## src/rtl/alu_pkg.sv

```systemverilog
// Shared types for the shared-ALU controller: ALU op codes, the value the ALU
// returns for undefined ops, the op-validity check and the controller states.
package alu_pkg;

  localparam int unsigned ALU_CTRL_W = 3;
  localparam logic [31:0] ALU_ERR_VAL = 32'hDEADBEEF;

  typedef enum logic [ALU_CTRL_W-1:0] {
    OP_ADD = 3'b000,
    OP_SUB = 3'b001,
    OP_AND = 3'b010,
    OP_OR  = 3'b011,
    OP_SLT = 3'b101
  } alu_op_e;

  typedef enum logic [1:0] {
    IDLE = 2'd0,
    EXEC = 2'd1,
    RESP = 2'd2
  } ctrl_state_e;

  // True for op codes the ALU defines; 100, 110 and 111 are not.
  function automatic logic is_valid_op(input logic [ALU_CTRL_W-1:0] op);
    logic ok;
    case (op)
      OP_ADD, OP_SUB, OP_AND, OP_OR, OP_SLT: ok = 1'b1;
      default:                               ok = 1'b0;
    endcase
    return ok;
  endfunction

endpackage

```

## src/rtl/alu_share_ctrl_rr_arbiter.sv

```systemverilog
// Round-robin arbiter: picks the first asserted req at or after ptr, wrapping.
// Ports: req (requests), ptr (search start index), en (gate; grant is zero
// when low), gnt (one-hot grant, combinational), idx (binary index of gnt).
module rr_arbiter #(
  parameter int unsigned NREQ = 2,
  parameter int unsigned IDW  = 1
) (
  input  logic [NREQ-1:0] req,
  input  logic [IDW-1:0]  ptr,
  input  logic            en,
  output logic [NREQ-1:0] gnt,
  output logic [IDW-1:0]  idx
);

  int unsigned     pos;
  logic [IDW-1:0]  pos_idx;
  logic            found;

  // Scan NREQ positions starting at ptr; first hit wins.
  always_comb begin
    gnt     = '0;
    idx     = '0;
    found   = 1'b0;
    pos     = 0;
    pos_idx = '0;
    for (int unsigned i = 0; i < NREQ; i++) begin
      pos     = (32'(ptr) + i) % NREQ;
      pos_idx = IDW'(pos);
      if (en && !found && req[pos_idx]) begin
        gnt[pos_idx] = 1'b1;
        idx          = pos_idx;
        found        = 1'b1;
      end
    end
  end

endmodule

```

## src/rtl/alu_share_ctrl.sv

```systemverilog
// Shares one combinational ALU among NREQ requesters. Round-robin grant in
// IDLE, one cycle of ALU evaluation in EXEC, registered response held in RESP.
// Ports: req_valid/req_ready/req_ctrl/req_a/req_b (packed per-requester
// request side), rsp_valid/rsp_ready/rsp_id/rsp_data/rsp_zero/rsp_err
// (response side), alu_ctrl/alu_srca/alu_srcb/alu_result/alu_zero (ALU side).
module alu_share_ctrl
  import alu_pkg::*;
#(
  parameter int unsigned NREQ = 2,
  parameter int unsigned W    = 32,
  parameter int unsigned IDW  = (NREQ > 1) ? $clog2(NREQ) : 1
) (
  input  logic              clk,
  input  logic              rst_n,
  input  logic [NREQ-1:0]   req_valid,
  output logic [NREQ-1:0]   req_ready,
  input  logic [NREQ*3-1:0] req_ctrl,
  input  logic [NREQ*W-1:0] req_a,
  input  logic [NREQ*W-1:0] req_b,
  output logic              rsp_valid,
  input  logic              rsp_ready,
  output logic [IDW-1:0]    rsp_id,
  output logic [W-1:0]      rsp_data,
  output logic              rsp_zero,
  output logic              rsp_err,
  output logic [2:0]        alu_ctrl,
  output logic [W-1:0]      alu_srca,
  output logic [W-1:0]      alu_srcb,
  input  logic [W-1:0]      alu_result,
  input  logic              alu_zero
);

  ctrl_state_e    state, state_d;
  logic [IDW-1:0] ptr;
  logic [2:0]     op_ctrl;
  logic [W-1:0]   op_a, op_b;
  logic [IDW-1:0] op_id;

  logic [NREQ-1:0] gnt;
  logic [IDW-1:0]  gnt_idx;
  logic            arb_en;
  logic            load_op;
  logic            load_rsp;
  logic [2:0]      sel_ctrl;
  logic [W-1:0]    sel_a, sel_b;

  rr_arbiter #(.NREQ(NREQ), .IDW(IDW)) u_arb (
    .req (req_valid),
    .ptr (ptr),
    .en  (arb_en),
    .gnt (gnt),
    .idx (gnt_idx)
  );

  // One-hot mux of the granted requester's payload.
  always_comb begin
    sel_ctrl = '0;
    sel_a    = '0;
    sel_b    = '0;
    for (int unsigned i = 0; i < NREQ; i++) begin
      if (gnt[i]) begin
        sel_ctrl = sel_ctrl | req_ctrl[i*3 +: 3];
        sel_a    = sel_a    | req_a[i*W +: W];
        sel_b    = sel_b    | req_b[i*W +: W];
      end
    end
  end

  always_ff @(posedge clk or negedge rst_n) begin
    if (!rst_n) state <= IDLE;
    else        state <= state_d;
  end

  // Next state and handshake outputs. Grant is masked by rst_n so req_ready
  // stays low for the whole reset assertion.
  always_comb begin
    state_d   = state;
    arb_en    = 1'b0;
    req_ready = '0;
    load_op   = 1'b0;
    load_rsp  = 1'b0;
    rsp_valid = 1'b0;
    case (state)
      IDLE: begin
        arb_en    = rst_n;
        req_ready = gnt;
        if (|gnt) begin
          load_op = 1'b1;
          state_d = EXEC;
        end
      end
      EXEC: begin
        load_rsp = 1'b1;
        state_d  = RESP;
      end
      RESP: begin
        rsp_valid = 1'b1;
        if (rsp_ready) state_d = IDLE;
      end
      default: state_d = IDLE;
    endcase
  end

  // Operand registers and round-robin pointer.
  always_ff @(posedge clk or negedge rst_n) begin
    if (!rst_n) begin
      ptr     <= '0;
      op_ctrl <= '0;
      op_a    <= '0;
      op_b    <= '0;
      op_id   <= '0;
    end else if (load_op) begin
      ptr     <= (gnt_idx == IDW'(NREQ - 1)) ? '0 : gnt_idx + IDW'(1);
      op_ctrl <= sel_ctrl;
      op_a    <= sel_a;
      op_b    <= sel_b;
      op_id   <= gnt_idx;
    end
  end

  // Response registers, captured from the ALU at the end of EXEC.
  always_ff @(posedge clk or negedge rst_n) begin
    if (!rst_n) begin
      rsp_id   <= '0;
      rsp_data <= '0;
      rsp_zero <= 1'b0;
      rsp_err  <= 1'b0;
    end else if (load_rsp) begin
      rsp_id   <= op_id;
      rsp_data <= alu_result;
      rsp_zero <= alu_zero;
      rsp_err  <= !is_valid_op(op_ctrl);
    end
  end

  assign alu_ctrl = op_ctrl;
  assign alu_srca = op_a;
  assign alu_srcb = op_b;

endmodule

```

## config.mk

```make
export PLATFORM = sky130hd
export DESIGN_NAME = alu_share_ctrl
export DESIGN_NICKNAME = d
export VERILOG_FILES = /design/src/rtl/alu_pkg.sv /design/src/rtl/alu_share_ctrl_rr_arbiter.sv /design/src/rtl/alu_share_ctrl.sv
export SDC_FILE = /design/constraint.sdc
export NUM_CORES = 1
export LEC_CHECK = 0
export BUFFER_PORTS_ARGS = -buffer_cell sky130_fd_sc_hd__buf_4
export CORE_UTILIZATION = 45
export CTS_BUF_LIST = sky130_fd_sc_hd__clkbuf_16
export DETAILED_ROUTE_END_ITERATION = 8
export PLACE_DENSITY = 0.89
export SYNTH_ARGS = -nofsm -noshare
export SYNTH_HDL_FRONTEND = slang
export SYNTH_HIERARCHICAL = 1
export SYNTH_SLANG_ARGS = --single-unit
```

## constraint.sdc

```tcl
create_clock -name clk -period 2.5 [get_ports clk]
set_input_delay 0.25 -clock clk [delete_from_list [all_inputs] [get_ports clk]]
set_output_delay 0.25 -clock clk [all_outputs]
set_load 0.02 [all_outputs]
```

==> summary.md, run 1 <==
| Metric | Value |
|---|---|
| Outcome | `finished with violations` |
| Violations in the final reports | `negative hold slack` |
| Std-Cell Core Area | `10800 µm²` |
| TritonCTS sink count | `106` |
| Length of the first detailed-routing pass in iterations | `4` |
| Most frequent standard cell in the layout excluding fill and tap cells | `buf_4` |
| Synth-to-Final Area Change | `47.5%` |
| Later-pin clock latency in the skew report | `330 ps` |
| HPWL after detailed placement | `9830 µm` |
| Buffers on Ports | `276` |
| Post-CTS Repair Setup Buffers | `0` |
| Leak Pwr | `3.83 nW` |
| Worst clock skew on the final layout | `7.32 ps` |
| H-Tree Level Count | `3` |
| Seq cells post-synth | `106` |
| Cell variety after synth | `20` |
| Area after DPL | `7110 µm²` |
| Critical path start-end classification | `reg -> out` |
| FP Rows | `38` |
| Die extent in x | `107 µm` |
| Mapped cell area | `5010 µm²` |
| CP required | `2250 ps` |
| CP max FO | `45` |
| Aggregate routed wire length | `12800 µm` |
| Average size of a mapped cell | `15.5 µm²` |
| Drt first-iter violations | `127` |
| Wire per inst | `17.4 µm` |
| Total nets after synthesis | `496` |
| Largest cells by area after synthesis | `dfrtp_1 53%, mux2_4 20%, a22o_1 12%, mux2_1 7.6%, buf_12 2.8%` |
| Category of the worst setup path launch point | `flip-flop` |
| Die area | `11600 µm²` |
| Cts-stage hold buffer count | `0` |
| Grt ovf | `0` |
| Met3 layer usage reported by global route | `5.27%` |
| Setup violation total in the final timing report | `0` |
| Fraction of layout cells with a size suffix above 1 | `61.5%` |
| Worst path arrival time | `2040 ps` |
| First-pass GRT wire length | `19300 µm` |
| Die Y | `107 µm` |
| Area of all placed cells without fillers | `7380 µm²` |
| Peak clock frequency supported by timing | `436 MHz` |
| Launch instance of the worst register-to-register path | `state[1]` |
| Via density per instance | `5.01` |
| Share of synthesized area occupied by flip-flops and latches | `53.0%` |
| Yosys top cell by area | `dfrtp_1` |
| Synthesized instance count | `324` |
| Top-level port count | `277` |
| Worst slack, placed | `402 ps` |
| Portion of synthesized cell area occupied by the leading cell type | `53.0%` |
| Kind of capture point of the worst setup path | `output port` |
| Max-capacitance violation count | `0` |
| Minimum period implied by the final worst setup slack | `2290 ps` |
| Antenna violations before repair | `0` |
| Number of fill cells in the layout | `774` |
| Weighted congestion reported at the end of routability-driven placement | `0.821` |
| GRT Overall Usage | `21.9%` |
| Part of the cycle the worst path needs | `91.7%` |
| Busiest grt layer | `met2` |
| Post-CTS resize count | `0` |
| # nets final | `764` |
| RSZ-0062 raised after global routing | `false` |
| Minimum hold slack | `-6.96 ps` |
| Final Slew Violations | `0` |
| Met1 capacity usage during global routing | `25.7%` |
| Largest net degree at the start of global routing | `66` |
| Pin slew with the least headroom to its limit | `867 ps` |
| Combined area of the multi-input logic cells | `2110 µm²` |
| N_diodes | `0` |
| GR met2 Demand/Resource | `39.2%` |
| Worst slew slack as a fraction of its limit | `42.2%` |
| Areal power density over the cells | `1250 nW/µm²` |
| Number of vias after detailed routing | `3692` |
| Clock tree from TritonCTS | `built` |
| TNS Setup | `0 ps` |
| Type of the worst min-delay path | `in -> async` |
| Highest-count cells in the layout ignoring fill and taps | `284 x buf_4, 106 x dfrtp_1, 67 x mux2_4` |
| Peak supply drop | `0.000710 V` |
| Number of buffers on the longest clock path | `2` |
| Endpoint of the worst register-to-register path | `alu_srca[22]` |
| Number of cells on the worst reg-to-reg path | `8` |
| Number of CTS-inserted buffers | `9` |
| Final setup margin | `207 ps` |
| Initial Utilization | `46.2%` |
| R2R Setup Slk | `400 ps` |
| Total DRC errors in the routed layout | `0` |
| Antenna violation net count after detailed routing | `0` |
| Total area of sequential cells | `2650 µm²` |
| Final Hold Viols | `17` |
| Clock transition at the registers of the reported paths | `60 ps` |
| Number of global-route vias before repair | `3741` |
| Library cell used as clock root buffer | `clkbuf_16` |
| Yosys warning total | `6` |
through the flow:
| step | total power, mW | utilization, % | hold WS (ps) | std cells |
|---|---|---|---|---|
| finish | 9.22 | 68.1 | -6.96 | 737 |
| global route | 9.70 | 68.1 | 41.5 | 737 |
| detailed placement | 7.97 | 65.5 | 374 | 721 |
| floorplan | 6.11 | - | -45.6 | 324 |
| CTS | 9.33 | 68.1 | 9.82 | 737 |
| global placement | 7.81 | 65.5 | 347 | 721 |
worst max-delay path by stage:
| stage | startpoint | endpoint | slack [ps] | depth (start not counted) |
|---|---|---|---|---|
| after floorplan | state[1] | req_ready[1] | 610 | 8 |
| after global placement | state[1] | alu_srca[28] | 530 | 8 |
| after detailed placement | state[1] | alu_srca[25] | 400 | 8 |
| final | state[1] | req_ready[0] | 210 | 7 |
| after global routing | state[1] | req_ready[0] | 80 | 7 |
| after CTS | state[1] | req_ready[0] | 190 | 7 |
Yosys cell counts (all sizes together):
library cell,number
o21a,1
nor2,1
clkbuf,11
inv,4
a22oi,1
a21oi,3
buf,17
o21ai,3
nand2b,2
and2,3
dfrtp,106
mux2,101
nand2,3
a22o,66
mux2i,2
worst max-delay path, cell delays in order, from the launching register on:
cell,delay (ps)
dfrtp_1,390
nor2_1,140
and2_1,160
nand2_1,90
a21oi_4,140
buf_4,420
and2_1,210
buf_4,150
power by group:
| group | internal [mW] | switching [mW] |
|---|---|---|
| combinational | 2.52 | 2.30 |
| sequential | 2.56 | 0.521 |
| clock | 0.757 | 0.565 |
| total | 5.83 | 3.39 |
cell families after synthesis:
| family | Yosys count | synth area share, % |
|---|---|---|
| AO/OA/AOI/OAI | 74 | 12.4 |
| buffers and inverters | 32 | 5.52 |
| multiplexers | 103 | 28.1 |
| flip-flops | 106 | 53.0 |
| AND/OR/NAND/NOR | 9 | 0.924 |
final cells by class:
type / count / share of cell area [%]
inverter: 4 / 0.203
tap: 140 / 2.37
timing repair buffer: 285 / 29.1
clock inverter: 7 / 0.729
multi-input combinational: 186 / 28.6
clock buffer: 9 / 3.05
sequential: 106 / 35.9
registers in the layout, indices dropped and copies added (netlist names):
signal,cells
rsp_err,1
rsp_id,1
op_id,1
rsp_zero,1
ptr,1
state,2
alu_ctrl,3
rsp_data,32
alu_srcb,32
alu_srca,32
layer usage:
layer / wire [µm] / share of wire, %
met5: 0 / 0
met4: 220 / 1.7
met3: 969 / 7.6
met2: 6610 / 52
met1: 5000 / 39
(Power assumes the default switching activity.)
==> run 2: changes to the inputs <==
--- a/config.mk
+++ b/config.mk
@@ -6,7 +6,9 @@
 export NUM_CORES = 1
 export LEC_CHECK = 0
 export BUFFER_PORTS_ARGS = -buffer_cell sky130_fd_sc_hd__buf_4
-export CORE_UTILIZATION = 45
+export CELL_PAD_IN_SITES_DETAIL_PLACEMENT = 0
+export CELL_PAD_IN_SITES_GLOBAL_PLACEMENT = 2
+export CORE_UTILIZATION = 28
 export CTS_BUF_LIST = sky130_fd_sc_hd__clkbuf_16
 export DETAILED_ROUTE_END_ITERATION = 8
 export PLACE_DENSITY = 0.89
==> run 2 against run 1 <==
  * The flow now finishes without violations
  * Cell count up 11%
  * Largest power group unchanged
  * Final area up 1.8%
  * Sequential power about the same
  * Routed wire length up 5.8%
  * Register-to-register slack worse by 90 ps
==> summary.md, run 2 (same netlist as run 1, synthesis figures left out) <==
| Metric | Value |
|---|---|
| Outcome | `finished clean` |
| Fraction of layout cells with a size suffix above 1 | `61.7% (+0.21 points)` |
| Peak clock frequency supported by timing | `445 MHz (+2.1%)` |
| FP Rows | `48 (+26%)` |
| Later-pin clock latency in the skew report | `350 ps (+20 ps)` |
| GRT Overall Usage | `14.2% (-7.7 points)` |
| Highest-count cells in the layout ignoring fill and taps | `278 x buf_4, 106 x dfrtp_1, 67 x mux2_4` |
| Top-level port count | `277 (unchanged)` |
| Worst slew slack as a fraction of its limit | `39.9% (-2.3 points)` |
| Category of the worst setup path launch point | `flip-flop` |
| Die area | `18400 µm² (+59%)` |
| CP required | `2250 ps (about the same)` |
| # nets final | `762 (-0.26%)` |
| Wire per inst | `16.5 µm (-5.0%)` |
| HPWL after detailed placement | `10200 µm (+3.6%)` |
| TritonCTS sink count | `106 (unchanged)` |
| Total power after layout | `9.20 mW (-0.21%)` |
| Number of global-route vias before repair | `3834 (+2.5%)` |
| Area after DPL | `7200 µm² (+1.4%)` |
| Worst path arrival time | `2000 ps (-40 ps)` |
| Grt ovf | `0 (unchanged)` |
| Pin slew with the least headroom to its limit | `901 ps (+33.8 ps)` |
| First-pass GRT wire length | `19900 µm (+3.4%)` |
| Critical path start-end classification | `reg -> out` |
| Length of the first detailed-routing pass in iterations | `4 (unchanged)` |
| Die extent in x | `136 µm (+26%)` |
| Most frequent standard cell in the layout excluding fill and tap cells | `buf_4` |
| Initial Utilization | `28.8% (-17 points)` |
| Largest net degree at the start of global routing | `69 (+4.5%)` |
| Worst clock skew on the final layout | `7.08 ps (-0.235 ps)` |
| Combined area of the multi-input logic cells | `2110 µm² (+0.12%)` |
| Leak Pwr | `3.82 nW (-0.34%)` |
| Clock tree from TritonCTS | `built` |
| Total DRC errors in the routed layout | `0 (unchanged)` |
| Die Y | `136 µm (+26%)` |
| Drt first-iter violations | `72 (-43%)` |
| H-Tree Level Count | `3 (unchanged)` |
| Final Slew Violations | `0 (unchanged)` |
| Areal power density over the cells | `1220 nW/µm² (-2.0%)` |
| Antenna violations before repair | `1 (+1)` |
| Total area of sequential cells | `2650 µm² (unchanged)` |
| Number of CTS-inserted buffers | `9 (unchanged)` |
| Number of fill cells in the layout | `1634 (+110%)` |
| RSZ-0062 raised after global routing | `false` |
| Via density per instance | `4.52 (-9.7%)` |
| CP max FO | `34 (-24%)` |
| Peak supply drop | `0.000457 V (-36%)` |
| Max-capacitance violation count | `0 (unchanged)` |
| Area of all placed cells without fillers | `7520 µm² (+1.8%)` |
| Weighted congestion reported at the end of routability-driven placement | `0.763 (-7.1%)` |
| Number of buffers on the longest clock path | `2 (unchanged)` |
| Antenna violation net count after detailed routing | `0 (unchanged)` |
| Minimum period implied by the final worst setup slack | `2250 ps (-46.7 ps)` |
| Number of vias after detailed routing | `3715 (+0.62%)` |
| Clock transition at the registers of the reported paths | `70 ps (about the same)` |
| Buffers on Ports | `276 (unchanged)` |
| Kind of capture point of the worst setup path | `output port` |
| Final Hold Viols | `0 (-17)` |
| Synth-to-Final Area Change | `50.2%` |
| Part of the cycle the worst path needs | `89.9% (-1.9 points)` |
| Type of the worst min-delay path | `in -> async` |
| Setup violation total in the final timing report | `0 (unchanged)` |
| Library cell used as clock root buffer | `clkbuf_16` |
| Aggregate routed wire length | `13500 µm (+5.8%)` |
| TNS Setup | `0 ps (unchanged)` |
| Std-Cell Core Area | `17400 µm² (+60%)` |
==> run 2: path summary, 6_finish.rpt <==
check,from,endpoint,slack (ps),cells past startpoint
hold / removal,rst_n,alu_srcb[25],6,2
hold reg to reg,rsp_data[8],rsp_data[8],490,1
setup / recovery,state[1],req_ready[1],250,7
min in group clk,rsp_ready,state[1],100,2
max in group asynchronous,rst_n,alu_srcb[31],1330,3
setup reg to reg,state[1],alu_srca[8],310,7
==> run 2: final cells by class <==
type | count | area share, %
clock inverter | 7 | 0.516
sequential | 106 | 35.3
tap | 225 | 3.74
clock buffer | 9 | 2.99
inverter | 4 | 0.200
timing repair buffer | 283 | 29.1
multi-input combinational | 186 | 28.1
antenna | 1 | 0.0333
==> run 2: repair_timing <==
item | 4_1_cts | 5_1_grt
setup endpoints to repair | 2 | 2
setup buffers | 0 | 0
hold buffers | 0 | 0
endpoints found under the hold margin | 0 | 0
resized for setup | 3 | 5
cloned | 0 | 1
==> run 2: where the power goes <==
part	internal, mW	switching [mW]
clock	0.663	0.604
sequential	2.56	0.517
combinational	2.54	2.31
==> run 2: per-layer routing <==
layer	wire, µm	GRT usage, %
met1	5600	17.1
met2	6710	24.4
met3	1040	3.37
met4	192	5.43
met5	0	0
==> run 2: critical path: stages, from the launching register on <==
cell and delay, ps:
dfrtp_1 410, nor2_2 190, and2_1 180, nand2_1 100, a21oi_4 260, buf_12 240
and2_1 150, buf_4 140
==> run 2: stage by stage <==
| step | hold WS [ps] | util [%] | worst slack [ps] | cells |
|---|---|---|---|---|
| 2_1_floorplan | -45.6 | - | 610 | 324 |
| 3_3_place_gp | 411 | 41.5 | 303 | 803 |
| 3_5_place_dp | 416 | 41.5 | 225 | 803 |
| 4_1_cts | 29.2 | 43.1 | 4.20 | 819 |
| 5_1_grt | 73.0 | 43.3 | 63.4 | 820 |
| 6_report | 6.21 | 43.3 | 253 | 821 |
